--- src/rtl/rf_wb_arbiter.sv ---
// Register-file writeback arbiter: an ALU and a load channel, each buffered by a 2-entry FIFO.
// Define RF_WB_RR_EN for round-robin arbitration; the default build gives the load channel fixed priority.
module rf_wb_arbiter (
   input  logic        clk,
   input  logic        rst,
   input  logic        alu_valid,
   output logic        alu_ready,
   input  logic [4:0]  alu_a3,
   input  logic [31:0] alu_wd,
   input  logic        ld_valid,
   output logic        ld_ready,
   input  logic [4:0]  ld_a3,
   input  logic [31:0] ld_wd,
   input  logic [2:0]  ld_type,
   output logic [2:0]  RFWr,
   output logic [4:0]  A3,
   output logic [31:0] WD,
   input  logic [4:0]  qry_addr,
   output logic        qry_pending,
   output logic        type_err
);

   localparam int unsigned AW     = 5;
   localparam int unsigned DW     = 32;
   localparam int unsigned TW     = 3;
   localparam int unsigned NCH    = 2;
   localparam int unsigned DEPTH  = 2;
   localparam int unsigned CH_ALU = 0;
   localparam int unsigned CH_LD  = 1;

   typedef struct packed {
      logic [AW-1:0] a3;
      logic [DW-1:0] wd;
      logic [TW-1:0] typ;
   } wb_entry_t;

   wb_entry_t  mem    [NCH][DEPTH];
   logic [1:0] cnt    [NCH];
   logic       rd_ptr [NCH];
   logic       wr_ptr [NCH];

   wb_entry_t  in_entry [NCH];
   logic [NCH-1:0] push;
   logic [NCH-1:0] pop;
   logic [NCH-1:0] not_empty;
   logic       grant_ld;
   logic       any_grant;
   wb_entry_t  head;
   logic       head_illegal;
   logic       hit;

   // Ready comes from registered occupancy only, so a pop never opens a full FIFO early
   assign alu_ready = (cnt[CH_ALU] != 2'd2);
   assign ld_ready  = (cnt[CH_LD]  != 2'd2);

   always_comb begin
      in_entry[CH_ALU] = '{a3: alu_a3, wd: alu_wd, typ: 3'b001};
      in_entry[CH_LD]  = '{a3: ld_a3,  wd: ld_wd,  typ: ld_type};
      push             = {ld_valid && ld_ready, alu_valid && alu_ready};
      not_empty        = {cnt[CH_LD] != 2'd0, cnt[CH_ALU] != 2'd0};
   end

`ifdef RF_WB_RR_EN
   logic last_alu;

   // Remembers which channel won the previous grant; reset favours the load channel
   always_ff @(posedge clk or posedge rst) begin
      if (rst) begin
         last_alu <= 1'b1;
      end else if (any_grant) begin
         last_alu <= !grant_ld;
      end
   end

   always_comb begin
      if (not_empty[CH_LD] && not_empty[CH_ALU]) begin
         grant_ld = last_alu;
      end else begin
         grant_ld = not_empty[CH_LD];
      end
   end
`else
   always_comb begin
      grant_ld = not_empty[CH_LD];
   end
`endif

   always_comb begin
      any_grant    = |not_empty;
      pop          = {grant_ld, any_grant && !grant_ld};
      head         = grant_ld ? mem[CH_LD][rd_ptr[CH_LD]] : mem[CH_ALU][rd_ptr[CH_ALU]];
      head_illegal = (head.typ == 3'b000) || (head.typ > 3'b101);
   end

   // FIFO storage carries no reset; occupancy alone decides validity
   always_ff @(posedge clk) begin
      for (int unsigned c = 0; c < NCH; c++) begin
         if (push[c]) begin
            mem[c][wr_ptr[c]] <= in_entry[c];
         end
      end
   end

   always_ff @(posedge clk or posedge rst) begin
      if (rst) begin
         for (int unsigned c = 0; c < NCH; c++) begin
            cnt[c]    <= 2'd0;
            rd_ptr[c] <= 1'b0;
            wr_ptr[c] <= 1'b0;
         end
      end else begin
         for (int unsigned c = 0; c < NCH; c++) begin
            cnt[c]    <= cnt[c] + 2'(push[c]) - 2'(pop[c]);
            wr_ptr[c] <= wr_ptr[c] ^ push[c];
            rd_ptr[c] <= rd_ptr[c] ^ pop[c];
         end
      end
   end

   // Write-port register: a granted entry is issued unless it targets x0 or carries an illegal type
   always_ff @(posedge clk or posedge rst) begin
      if (rst) begin
         RFWr     <= 3'b000;
         A3       <= '0;
         WD       <= '0;
         type_err <= 1'b0;
      end else begin
         RFWr     <= 3'b000;
         type_err <= 1'b0;
         if (any_grant) begin
            if (head_illegal) begin
               type_err <= 1'b1;
            end else if (head.a3 != '0) begin
               RFWr <= head.typ;
               A3   <= head.a3;
               WD   <= head.wd;
            end
         end
      end
   end

   // Hazard query over queued entries and the write currently presented to the RF
   always_comb begin
      hit = 1'b0;
      for (int unsigned c = 0; c < NCH; c++) begin
         for (int unsigned i = 0; i < DEPTH; i++) begin
            if (((cnt[c] == 2'd2) || ((cnt[c] == 2'd1) && (rd_ptr[c] == 1'(i))))
                && (mem[c][i].a3 == qry_addr)) begin
               hit = 1'b1;
            end
         end
      end
      if ((RFWr != 3'b000) && (A3 == qry_addr)) begin
         hit = 1'b1;
      end
      qry_pending = (qry_addr != '0) && hit;
   end

endmodule

--- config.mk ---
export PLATFORM = sky130hd
export DESIGN_NAME = rf_wb_arbiter
export DESIGN_NICKNAME = d
export VERILOG_FILES = /design/src/rtl/rf_wb_arbiter.sv
export SDC_FILE = /design/constraint.sdc
export NUM_CORES = 1
export LEC_CHECK = 0
export BUFFER_PORTS_ARGS = -buffer_cell sky130_fd_sc_hd__buf_2
export CAP_MARGIN = 40
export CORE_MARGIN = 4
export CORE_UTILIZATION = 40
export CTS_CLUSTER_SIZE = 28
export DETAILED_ROUTE_END_ITERATION = 6
export PLACE_DENSITY = 0.65
export SLEW_MARGIN = 20
export SYNTH_ARGS = -nofsm -noshare
export SYNTH_HDL_FRONTEND = slang
export SYNTH_SLANG_ARGS = --single-unit
--- constraint.sdc ---
create_clock -name clk -period 4.5 [get_ports clk]
set_clock_uncertainty 0.05 [all_clocks]
set_input_delay 0.45 -clock clk [delete_from_list [all_inputs] [get_ports clk]]
set_output_delay 0.45 -clock clk [all_outputs]
set_load 0.02 [all_outputs]
Word level (Yosys, flattened, before mapping) --
Memory sizes are Yosys's and may differ from the RTL's. Index checks and enable logic that the tools add are counted. Widths: inputs -> output; s select.
Word-level totals: memories 1, register bits after elaboration 49, RAM bits 160, output and inout port bits 44, latch bits 0, bits of input ports 86, logic and storage cells 98, bits in read-only memories 0
Cells by class: eq/ne operators 11, reduce and logical (&&, ||, !) cells 29, divide/modulo/power cells 0, add/sub/neg operators 4, multiplexer cells 25, $mul 0, $lt $le $gt $ge 7, bitwise operators 11, shift operators 0
Memory list:
- mem | words 2, bits a word 80, read ports 2, clocked after memory_dff 0, wr ports 2, line 37 | wb_entry_t mem [NCH][DEPTH];
Operators with widths (count):
- $mux 40 | 9
- $mux 80 | 2
- $demux 40 s1 | 2
- $eq 5x5->1 | 5
- $logic_and 1x1->1 | 15
- $reduce_bool 5->1 | 2
- $mux 1 | 9
- $mux 3 | 3
- $ge 2x2->1 const B | 4
- $not 1->2 | 4
- $logic_or 1x1->1 | 5
- $add 2x1->2 | 2
- $eq 2x1->1 const B | 2
- $eq 2x2->1 const B | 2
- $lt 2x1->1 const B | 2
- $ne 2x2->1 const B | 2
- $reduce_bool 2->1 | 2
- $sub 2x1->2 | 2
- $xor 1x1->1 | 4
- $gt 3x3->1 const B | 1
- $logic_not 3->1 | 1
- $not 1->1 | 3
- $reduce_and 3->1 | 1
- $reduce_bool 3->1 | 1
- 2 further kinds | 2

Logic depth before layout (Yosys ltp) --
Gate-level depths: netlist of the first run.
depth in word-level cells 10, mapped depth 8, gate-level depth less buffers 7

Worst setup path after synthesis of the first run --
OpenSTA, ideal clock, no wires.
path type register to output, from register rd_ptr[0] (netlist name), to output port qry_pending, cell stages (with the launch flop) 8, buffers on the path 2, arrival 1889 ps, slack 2111 ps, cell sequence dfrtp_1 > buf_6 > clkbuf_1 > or3b_2 > a2111oi_0 > nand3_1 > nand3_1 > o22a_1
On the way: cells in the longest elaborated chain, start to end 8
RTL lines:
- start: declaration | line 39 | logic rd_ptr [NCH];
- start signal: indexed assignment | line 115 | rd_ptr[c] <= rd_ptr[c] ^ pop[c];
- $not 1->1 | line 147 | if (((cnt[c] == 2'd2) || ((cnt[c] == 2'd1) && (rd_ptr[c] == 1'(i))))
- $logic_and 1x1->1 | line 147
- $logic_or 1x1->1 | line 147
- $logic_and 1x1->1 | line 148 | && (mem[c][i].a3 == qry_addr)) begin
- $mux 1 | line 147
- $mux 1 (*) | line 147
- $mux 1 (*) | line 153 | if ((RFWr != 3'b000) && (A3 == qry_addr)) begin
- $logic_and 1x1->1 (*) | line 156 | qry_pending = (qry_addr != '0) && hit;
- end: declaration | line 19 | output logic qry_pending,
Every way passes the cells marked *; elsewhere a longest branch is shown, timed or not.

Worst setup path after layout of the first run --
Ends and elaborated chain as after synthesis.

==> results by group, run 1 <==
Run status
  • Status: complete, no violations

Die
  • Starting density of the core: 40.8%
  • Die W: 152 um
  • Core ar.: 0.0203 mm^2
  • Die height: 152 um
  • Io pins: 130
  • Number of core rows: 52
  • Die area: 0.0231 mm^2

Yosys
  • Most used DFF post-synth: edfxtp_1
  • Cell Area, Synth: 0.00828 mm^2
  • Register area share after synthesis: 71.2%
  • Cells after Synth: 519
  • Asr flop ratio synth: 23.9%
  • Synth top area cells: edfxtp_1 56%, dfrtp_1 15%, mux2i_1 4.8%, mux2_2 4.1%, a211oi_1 3.4%
  • Netlist cell types: 42
  • Yosys reg bits: 205
  • Syn avg cell area: 16.0 um^2
  • Synth top area share: 55.9%
  • Syn. warnings: 0
  • Post-Syn Nets: 611
  • Post-synth EDFFs: 154
  • Leading area contributor after synthesis: edfxtp_1

Drt
  • DRT iter0 DRCs: 268
  • Initial DRT Pass Iterations: 4
  • Number of remaining DRC errors: 0
  • Routed vias: 4695
  • WL/cell: 18.9 um
  • WL final: 17700 um
  • Number of vias per cell: 5.03
  • Post-DRT Antenna Nets: 0

Worst setup path
  • CP max stage delay: 0.68 ns
  • Crit-path cells: or3b_2 > a2111oi_0 > nand3_1 > nand3_1 > o22a_1 > buf_2
  • Data arrival, critical path: 2.75 ns
  • R2R Setup Slk: 1.60 ns
  • Crit. End Element: primary output
  • CP required: 4.00 ns
  • Worst Setup Path Type: reg2out
  • CP Launch Type: flip-flop
  • Crit path max fanout: 40
  • Most used cell, CP: nand3_1
  • Slowest CP cell: dfrtp_2

Power and ir drop
  • Pwr per Cell Area: 663 mW/mm^2
  • Pwr Total: 6600 uW
  • Leak: 0.00377 uW
  • Peak supply drop: 0.326 mV

STA
  • RSZ-0062 raised after global routing: false
  • Final Hold Fails: 0
  • Fin crit share: 72.3%
  • Post-route minimum period: 3.25 ns
  • Final slew viol count: 0
  • Worst slew margin: 48.4%
  • FMAX: 0.307 GHz
  • Worst slew pin tran: 0.773 ns
  • Post-route setup TNS: 0 ns
  • Final setup violation count: 0

CTS
  • Postcts setup bufs: 0
  • # hold bufs at CTS: 0
  • TritonCTS clock tree: yes
  • CTS resizes: 0
  • Num CTS Buffers: 22
  • Clock Latency Late Sink: 0.49 ns
  • Worst-path clk slew: 0.06 ns
  • Clock buffer depth: 3
  • H-tree depth: 1
  • CTS root buf: clkbuf_16
  • TritonCTS Sinks: 205

GRT
  • Global route overflow: 0
  • GRT Util Overall: 15.0%
  • Largest net degree at the start of global routing: 50
  • Initial antenna violation count: 0
  • Number of global-route vias before repair: 5059
  • First-pass GRT wire length: 27800 um

Layout
  • P&R area growth vs syn: 20.1%
  • Filler cells: 1782
  • Share of cells above drive strength 1: 32.4%
  • Final Non-Filler Cells: 934
  • Antenna Cells: 0
  • Final net count: 740

Hold path
  • Hold WC Path Type: in2async

Job
  • Max_cap viols: 0

Placed design
  • GP Congestion: 0.865
  • Hpwl dp: 12200 um
  • Buffers on Ports: 129
  • Placed Cells: 894
[registers in the layout (all words and copies together), names as in the netlist]
register and count:
WD 32, cnt 4, type_err 1, A3 5
rd_ptr 2, mem 156, RFWr 3, wr_ptr 2
[final timing paths]
path,startpoint,to,cells after the start
min in group clk,ld_wd[0],mem[0][123],1
setup reg to reg,rd_ptr[0],WD[28],5
max in group asynchronous,rst,rd_ptr[1],2
hold / removal,rst,RFWr[2],2
hold reg to reg,mem[0][40],mem[0][40],1
setup / recovery,rd_ptr[0],qry_pending,6
[power breakdown]
part | switching, uW | internal, uW | leakage, uW
clock network | 681 | 1020 | 0.000331
registers | 352 | 2610 | 0.00202
logic | 1080 | 860 | 0.00142
total | 2110 | 4490 | 0.00377
[placed cells by master (no fill, tap or decap), types with 3 or more instances in the layout]
| master | instances |
|---|---|
| a2111oi_0 | 3 |
| a211oi_1 | 38 |
| a21oi_1 | 37 |
| buf_12 | 3 |
| buf_2 | 129 |
| buf_4 | 3 |
| clkbuf_1 | 12 |
| clkbuf_16 | 23 |
| clkinv_2 | 3 |
| dfrtp_1 | 47 |
| edfxtp_1 | 154 |
| ha_2 | 4 |
| inv_1 | 6 |
| mux2_2 | 30 |
| mux2_4 | 7 |
| mux2i_1 | 40 |
| nand2_1 | 4 |
| nand2b_1 | 5 |
| nand3_1 | 4 |
| nor2_1 | 3 |
| nor2b_1 | 38 |
| o21ai_0 | 3 |
| or4_1 | 3 |
| xnor2_1 | 13 |
| xor2_1 | 16 |
[cells in the mapped netlist, types with 5 or more instances]
cell / instances
mux2i_1: 40
a21oi_1: 37
edfxtp_1: 154
xnor2_1: 13
inv_1: 7
ha_1: 6
clkbuf_1: 20
dfrtp_1: 49
a211oi_1: 38
xor2_1: 16
nor2b_1: 38
mux2_2: 30
nand2b_1: 5
mux2_4: 7
[kinds of logic (layout without fill, tap and decap cells)]
family	count (synthesis)	count (layout)	synth area share (%)
mux	77	77	10.2
compound gates	90	90	7.10
simple gates	73	73	5.38
flops	205	205	71.2
xor+xnor	29	29	3.07
fa+ha+maj	6	6	0.907
buf+inv	39	184	2.21
[through the flow]
| step | instance area (um^2) | setup slack (ns) | util [%] | hold WS (ns) |
|---|---|---|---|---|
| global route | 9950 | 1.10 | 49.0 | 0.0717 |
| finish | 9950 | 1.25 | 49.0 | 0.0257 |
| CTS | 9950 | 1.26 | 49.0 | 0.0365 |
| detailed placement | 9270 | 1.57 | 45.6 | 0.383 |
| floorplan | 8280 | 2.11 | - | 0.366 |
| global placement | 9150 | 1.44 | 45.1 | 0.382 |
[area by class of cell]
type	instances	area, um^2	area share, %
sequential	205	5890	59.3
tap	270	338	3.40
clock inverter	4	45.0	0.453
inverter	7	28.8	0.289
timing repair buffer	137	783	7.88
multi-input combinational	275	2220	22.4
clock buffer	36	634	6.38
[per-layer routing]
layer	GRT usage, %	vias up	wire length (um)
met5	0	-	0
met4	3.64	0	293
met3	2.99	28	930
met2	25.7	150	8800
met1	19.8	2294	7660
li1	-	2223	-
[worst max-delay path: cells and delay by family (launching register included)]
family / cells / cell delay (ns)
AO/OA/AOI/OAI: 2 / 0.59
AND/OR/NAND/NOR: 3 / 0.82
buffers and inverters: 1 / 0.16
flip-flops: 1 / 0.68
No activity file was read; power rests on OpenSTA's default activity.
==> run 2: changes to the inputs <==
--- a/config.mk
+++ b/config.mk
@@ -11,7 +11,7 @@
 export CORE_UTILIZATION = 40
 export CTS_CLUSTER_SIZE = 28
 export DETAILED_ROUTE_END_ITERATION = 6
-export PLACE_DENSITY = 0.65
+export PLACE_DENSITY = 0.67
 export SLEW_MARGIN = 20
 export SYNTH_ARGS = -nofsm -noshare
 export SYNTH_HDL_FRONTEND = slang
==> constraint.sdc (replaced) <==
create_clock -name clk -period 2.75 [get_ports clk]
set_clock_uncertainty 0.05 [all_clocks]
set_input_delay 0.275 -clock clk [delete_from_list [all_inputs] [get_ports clk]]
set_output_delay 0.275 -clock clk [all_outputs]
set_load 0.02 [all_outputs]
==> results by group, run 2 (synthesis results as in run 1) <==
Run status
  • Status: complete, no violations

Job
  • Max_cap viols: 0 (unchanged)

CTS
  • Num CTS Buffers: 21 (-4.5%)
  • Worst-path clk slew: 0.06 ns (about the same)
  • TritonCTS Sinks: 205 (unchanged)
  • Clock buffer depth: 3 (unchanged)
  • TritonCTS clock tree: yes
  • H-tree depth: 1 (unchanged)
  • CTS root buf: clkbuf_16
  • Clock Latency Late Sink: 0.49 ns (about the same)

STA
  • Post-route setup TNS: 0 ns (unchanged)
  • Post-route minimum period: 2.60 ns
  • RSZ-0062 raised after global routing: false
  • Setup ws final: 0.146 ns (-1.10 ns)
  • Fin crit share: 94.7%
  • Worst slew pin tran: 0.661 ns (-0.113 ns)
  • Final hold slack: 0.185 ns (+0.159 ns)
  • FMAX: 0.384 GHz
  • Final setup violation count: 0 (unchanged)
  • Final Hold Fails: 0 (unchanged)
  • Final slew viol count: 0 (unchanged)
  • Worst slew margin: 56.0% (+7.5 points)

Worst setup path
  • CP required: 2.42 ns (-1.58 ns)
  • Crit. End Element: primary output
  • Crit path max fanout: 4 (-90%)
  • Worst Setup Path Type: reg2out
  • Data arrival, critical path: 2.28 ns (-0.47 ns)
  • CP Launch Type: flip-flop

Layout
  • Number of flip-flops in the largest register: 156 (unchanged)
  • P&R area growth vs syn: 31.5%
  • Share of cells above drive strength 1: 31.3% (-1.1 points)
  • Final net count: 831 (+12%)
  • Most common cell after layout, fill and taps aside: edfxtp_1
  • Filler cells: 1683 (-5.6%)
  • Most frequent cells in the layout: 154 x edfxtp_1, 128 x buf_2, 79 x dlygate4sd3_1, 45 x dfrtp_1, 40 x mux2i_1

Die
  • Io pins: 130 (unchanged)
  • Die area: 0.0231 mm^2 (unchanged)
  • Die W: 152 um (unchanged)
  • Die height: 152 um (unchanged)
  • Core ar.: 0.0203 mm^2 (unchanged)
  • Starting density of the core: 40.8% (unchanged)
  • Number of core rows: 52 (unchanged)

Power and ir drop
  • Sw power: 3440 uW (+63%)
  • Pwr Total: 11000 uW (+67%)
  • Sequential fraction of design power: 42.2% (-2.7 points)
  • Leak: 0.00419 uW (+11%)
  • Peak supply drop: 0.531 mV (+63%)
  • Gate power share: 31.2% (+1.9 points)
  • Pwr per Cell Area: 1010 mW/mm^2 (+53%)
  • P_int: 7590 uW (+69%)
  • Clock power frac: 26.6% (+0.8 points)
  • Switching fraction of total power: 31.2% (-0.81 points)

Placed design
  • Hpwl dp: 12300 um (+0.87%)
  • Pre-CTS WS: 0.393 ns (-1.18 ns)
  • Buffers on Ports: 129 (unchanged)
  • GP Congestion: 0.842 (-2.7%)

GRT
  • Largest net degree at the start of global routing: 66 (+32%)
  • Initial antenna violation count: 1 (+1)
  • First-pass GRT wire length: 28600 um (+2.7%)
  • GRT Util Overall: 15.4% (+0.38 points)
  • Global route overflow: 0 (unchanged)
  • Number of global-route vias before repair: 5365 (+6.0%)

Drt
  • Initial DRT Pass Iterations: 4 (unchanged)
  • Number of remaining DRC errors: 0 (unchanged)
  • Number of vias per cell: 4.90 (-2.5%)
  • WL/cell: 17.6 um (-7.2%)
  • Routed vias: 5023 (+7.0%)
  • DRT iter0 DRCs: 151 (-44%)
  • Post-DRT Antenna Nets: 0 (unchanged)
  • WL final: 18000 um (+1.8%)

Hold path
  • Hold WC Path Type: in2reg
-- run 2: layer usage --
| layer | wire length, um | vias to the layer above | share of wire, % | track usage, % |
|---|---|---|---|---|
| li1 | - | 2415 | - | - |
| met1 | 7860 | 2464 | 44 | 19.6 |
| met2 | 8990 | 113 | 50 | 27.0 |
| met3 | 746 | 31 | 4.1 | 2.79 |
| met4 | 408 | 0 | 2.3 | 4.45 |
| met5 | 0 | - | 0 | 0 |
-- run 2: worst max-delay path, stage by stage, from the launching register on --
cell and delay [ns]:
dfrtp_2 0.42, or3b_2 0.51, a2111oi_4 0.35, nand3_1 0.12
nand3_1 0.12, o22a_1 0.14, buf_4 0.14
-- run 2: cell type report --
| class | instances | area, um^2 | area share [%] |
|---|---|---|---|
| tap | 270 | 338 | 3.10 |
| inverter | 7 | 26.3 | 0.241 |
| timing repair buffer | 229 | 1650 | 15.1 |
| sequential | 205 | 5900 | 54.2 |
| clock buffer | 31 | 613 | 5.63 |
| antenna | 1 | 2.50 | 0.0230 |
| multi-input combinational | 275 | 2240 | 20.6 |
| clock inverter | 7 | 118 | 1.08 |
-- run 2: metrics by stage --
step | utilization (%) | cells | instance area, um^2
4_1_cts | 53.4 | 1022 | 10800
6_report | 53.6 | 1025 | 10900
2_1_floorplan | - | 519 | 8280
5_1_grt | 53.6 | 1025 | 10900
3_3_place_gp | 45.6 | 901 | 9250
3_5_place_dp | 45.8 | 903 | 9310
-- run 2: power groups by stage --
stage | Sequential (uW) | Combinational (uW) | Clock (uW)
final | 4650 | 3440 | 2930
after global routing | 4740 | 3750 | 3170
after CTS | 4670 | 3500 | 3020
after detailed placement | 4750 | 3340 | 0
after global placement | 4720 | 3220 | 0
after floorplan | 4990 | 2040 | 0
-- run 2: path summary, 6_finish.rpt --
kind,startpoint,end,slack [ns],cells past startpoint
setup / recovery,cnt[1],qry_pending,0.15,6
hold / removal,alu_valid,wr_ptr[1],0.18,5
setup reg to reg,rd_ptr[0],WD[24],0.21,7
hold reg to reg,mem[0][40],mem[0][40],0.41,1
max in group asynchronous,rst,WD[25],1.62,5
min in group asynchronous,rst,type_err,0.29,3
-- run 2: what timing repair did --
item | CTS | global route
setup buffers | 2 | 2
endpoints found under the setup margin | 1 | 1
resized for setup | 1 | 6
endpoints found under the hold margin | 171 | 0
hold buffers | 79 | 0
gates cloned | 0 | 0
pin swaps | 0 | 1
==> run 3: changes to the inputs <==
--- a/config.mk
+++ b/config.mk
@@ -7,11 +7,13 @@
 export LEC_CHECK = 0
 export BUFFER_PORTS_ARGS = -buffer_cell sky130_fd_sc_hd__buf_2
 export CAP_MARGIN = 40
+export CELL_PAD_IN_SITES_DETAIL_PLACEMENT = 1
+export CELL_PAD_IN_SITES_GLOBAL_PLACEMENT = 2
 export CORE_MARGIN = 4
-export CORE_UTILIZATION = 40
+export CORE_UTILIZATION = 36
 export CTS_CLUSTER_SIZE = 28
 export DETAILED_ROUTE_END_ITERATION = 6
-export PLACE_DENSITY = 0.67
+export PLACE_DENSITY = 0.8
 export SLEW_MARGIN = 20
 export SYNTH_ARGS = -nofsm -noshare
 export SYNTH_HDL_FRONTEND = slang
==> results by group, run 3 (synthesis results as in run 1) <==
Run status
  • Status: complete, no violations

CTS
  • CTS root buf: clkbuf_16
  • H-tree depth: 1 (unchanged)
  • Clock Latency Late Sink: 0.51 ns (+0.02 ns)
  • TritonCTS clock tree: yes
  • TritonCTS Sinks: 205 (unchanged)
  • Clock buffer depth: 3 (unchanged)
  • Num CTS Buffers: 22 (+4.8%)
  • Worst-path clk slew: 0.06 ns (about the same)

Worst setup path
  • Crit. End Element: primary output
  • Data arrival, critical path: 2.33 ns (+0.05 ns)
  • CP required: 2.42 ns (about the same)
  • Worst Setup Path Type: reg2out
  • Crit path max fanout: 6 (+2)
  • Reg2Reg Launch Point: rd_ptr[0]
  • Crit path to: qry_pending
  • Worst r2r dst: WD[7]
  • CP Launch Type: flip-flop
  • Crit. Startpoint: cnt[1]
  • Reg2Reg Depth: 7 (unchanged)
  • R2R Setup Slk: 0.17 ns (-0.04 ns)

GRT
  • Global route overflow: 0 (unchanged)
  • First-pass GRT wire length: 33500 um (+17%)
  • Largest net degree at the start of global routing: 66 (unchanged)
  • Number of global-route vias before repair: 5971 (+11%)
  • Initial antenna violation count: 1 (unchanged)
  • GRT Util Overall: 16.6% (+1.2 points)

Placed design
  • GP Congestion: 0.832 (-1.2%)
  • Buffers on Ports: 129 (unchanged)
  • Placed Area: 0.00931 mm^2 (about the same)
  • Hpwl dp: 13700 um (+11%)

STA
  • Post-route minimum period: 2.66 ns (+0.0514 ns)
  • Final Hold Fails: 0 (unchanged)
  • Worst slew pin tran: 0.720 ns (+0.0591 ns)
  • Fin crit share: 96.6% (+1.9 points)
  • FMAX: 0.377 GHz (-1.9%)
  • Worst slew margin: 52.0% (-3.9 points)
  • Final setup violation count: 0 (unchanged)
  • Final slew viol count: 0 (unchanged)

Layout
  • Most common cell after layout, fill and taps aside: edfxtp_1
  • P&R area growth vs syn: 31.9%
  • Utilization after layout: 48.2% (-5.4 points)
  • Most frequent cells in the layout: 154 x edfxtp_1, 129 x buf_2, 79 x dlygate4sd3_1, 45 x dfrtp_1, 40 x mux2i_1
  • Final net count: 830 (-0.12%)
  • Share of cells above drive strength 1: 31.7% (+0.40 points)
  • Number of flip-flops in the largest register: 156 (unchanged)
  • Design Area, Final: 0.0109 mm^2 (+0.35%)
  • Filler cells: 2194 (+30%)

Drt
  • Number of remaining DRC errors: 0 (unchanged)
  • Post-DRT Antenna Nets: 0 (unchanged)
  • Number of vias per cell: 4.97 (+1.5%)
  • Initial DRT Pass Iterations: 4 (unchanged)
  • WL final: 21400 um (+19%)
  • DRT iter0 DRCs: 199 (+32%)
  • WL/cell: 20.5 um (+17%)
  • Routed vias: 5173 (+3.0%)

Die
  • Core ar.: 0.0226 mm^2 (+12%)
  • Io pins: 130 (unchanged)
  • Starting density of the core: 36.6% (-4.2 points)
  • Number of core rows: 55 (+5.8%)
  • Die area: 0.0255 mm^2 (+11%)
  • Die W: 160 um (+5.1%)
  • Die height: 160 um (+5.1%)

Job
  • Max_cap viols: 0 (unchanged)

Power and ir drop
  • Leak: 0.00419 uW (about the same)
  • Pwr Total: 11300 uW (+2.9%)
  • Pwr per Cell Area: 1040 mW/mm^2 (+2.5%)
  • Peak supply drop: 0.439 mV (-17%)

Hold path
  • Hold WC Path Type: in2reg
[run 3: how the worst min path moves through the flow]
stage | slack, ns | cells after the start | end | start
after floorplan | 0.32 | 0 | mem[0][100] | ld_wd[17]
after CTS | 0.24 | 5 | wr_ptr[1] | alu_valid
final | 0.25 | 5 | wr_ptr[1] | alu_valid
after detailed placement | 0.35 | 2 | WD[11] | rst
after global placement | 0.34 | 2 | WD[14] | rst
after global routing | 0.27 | 5 | wr_ptr[1] | alu_valid
[run 3: timing repair]
| item | CTS | global route |
|---|---|---|
| setup endpoints to repair | 1 | 1 |
| resized for setup | 3 | 4 |
| setup buffers | 2 | 2 |
| hold buffers | 79 | 0 |
| hold endpoints to repair | 181 | 0 |
[run 3: report_power, final]
part	switching, uW	internal [uW]	total, uW
sequential	426	4270	4700
combinational	2060	1530	3590
clock	1210	1830	3050
[run 3: area by class of cell]
type                       instances  area [um^2]  area share [%]
sequential                       205         5900            54.0
multi-input combinational        275         2250            20.6
timing repair buffer             227         1630            14.9
clock buffer                      30          642            5.88
tap                              285          357            3.26
clock inverter                    10          119            1.09
inverter                           7         26.3           0.241
antenna                            1         2.50          0.0229
[run 3: stage by stage]
step	setup TNS (ns)	setup WS, ns	hold slack (ns)	cells
after global placement	0	0.452	0.336	916
final	0	0.0948	0.246	1040
after floorplan	0	0.430	0.324	519
after detailed placement	0	0.399	0.352	916
after global routing	-0.00950	-0.00950	0.265	1040
after CTS	0	0.0524	0.245	1037
[run 3: per-layer routing]
metal / GRT usage (%) / wire length, um / vias up
li1: - / - / 2398
met2: 30.1 / 11100 / 128
met1: 20.2 / 8750 / 2607
met5: 0 / 0 / -
met4: 4.50 / 545 / 0
met3: 3.25 / 934 / 40
[run 3: worst max-delay path, stage by stage, from the launching register on]
cell,delay [ns]
dfrtp_2,0.44
or3b_2,0.52
a2111oi_4,0.36
nand3_1,0.11
nand3_1,0.09
o22a_1,0.14
buf_2,0.17
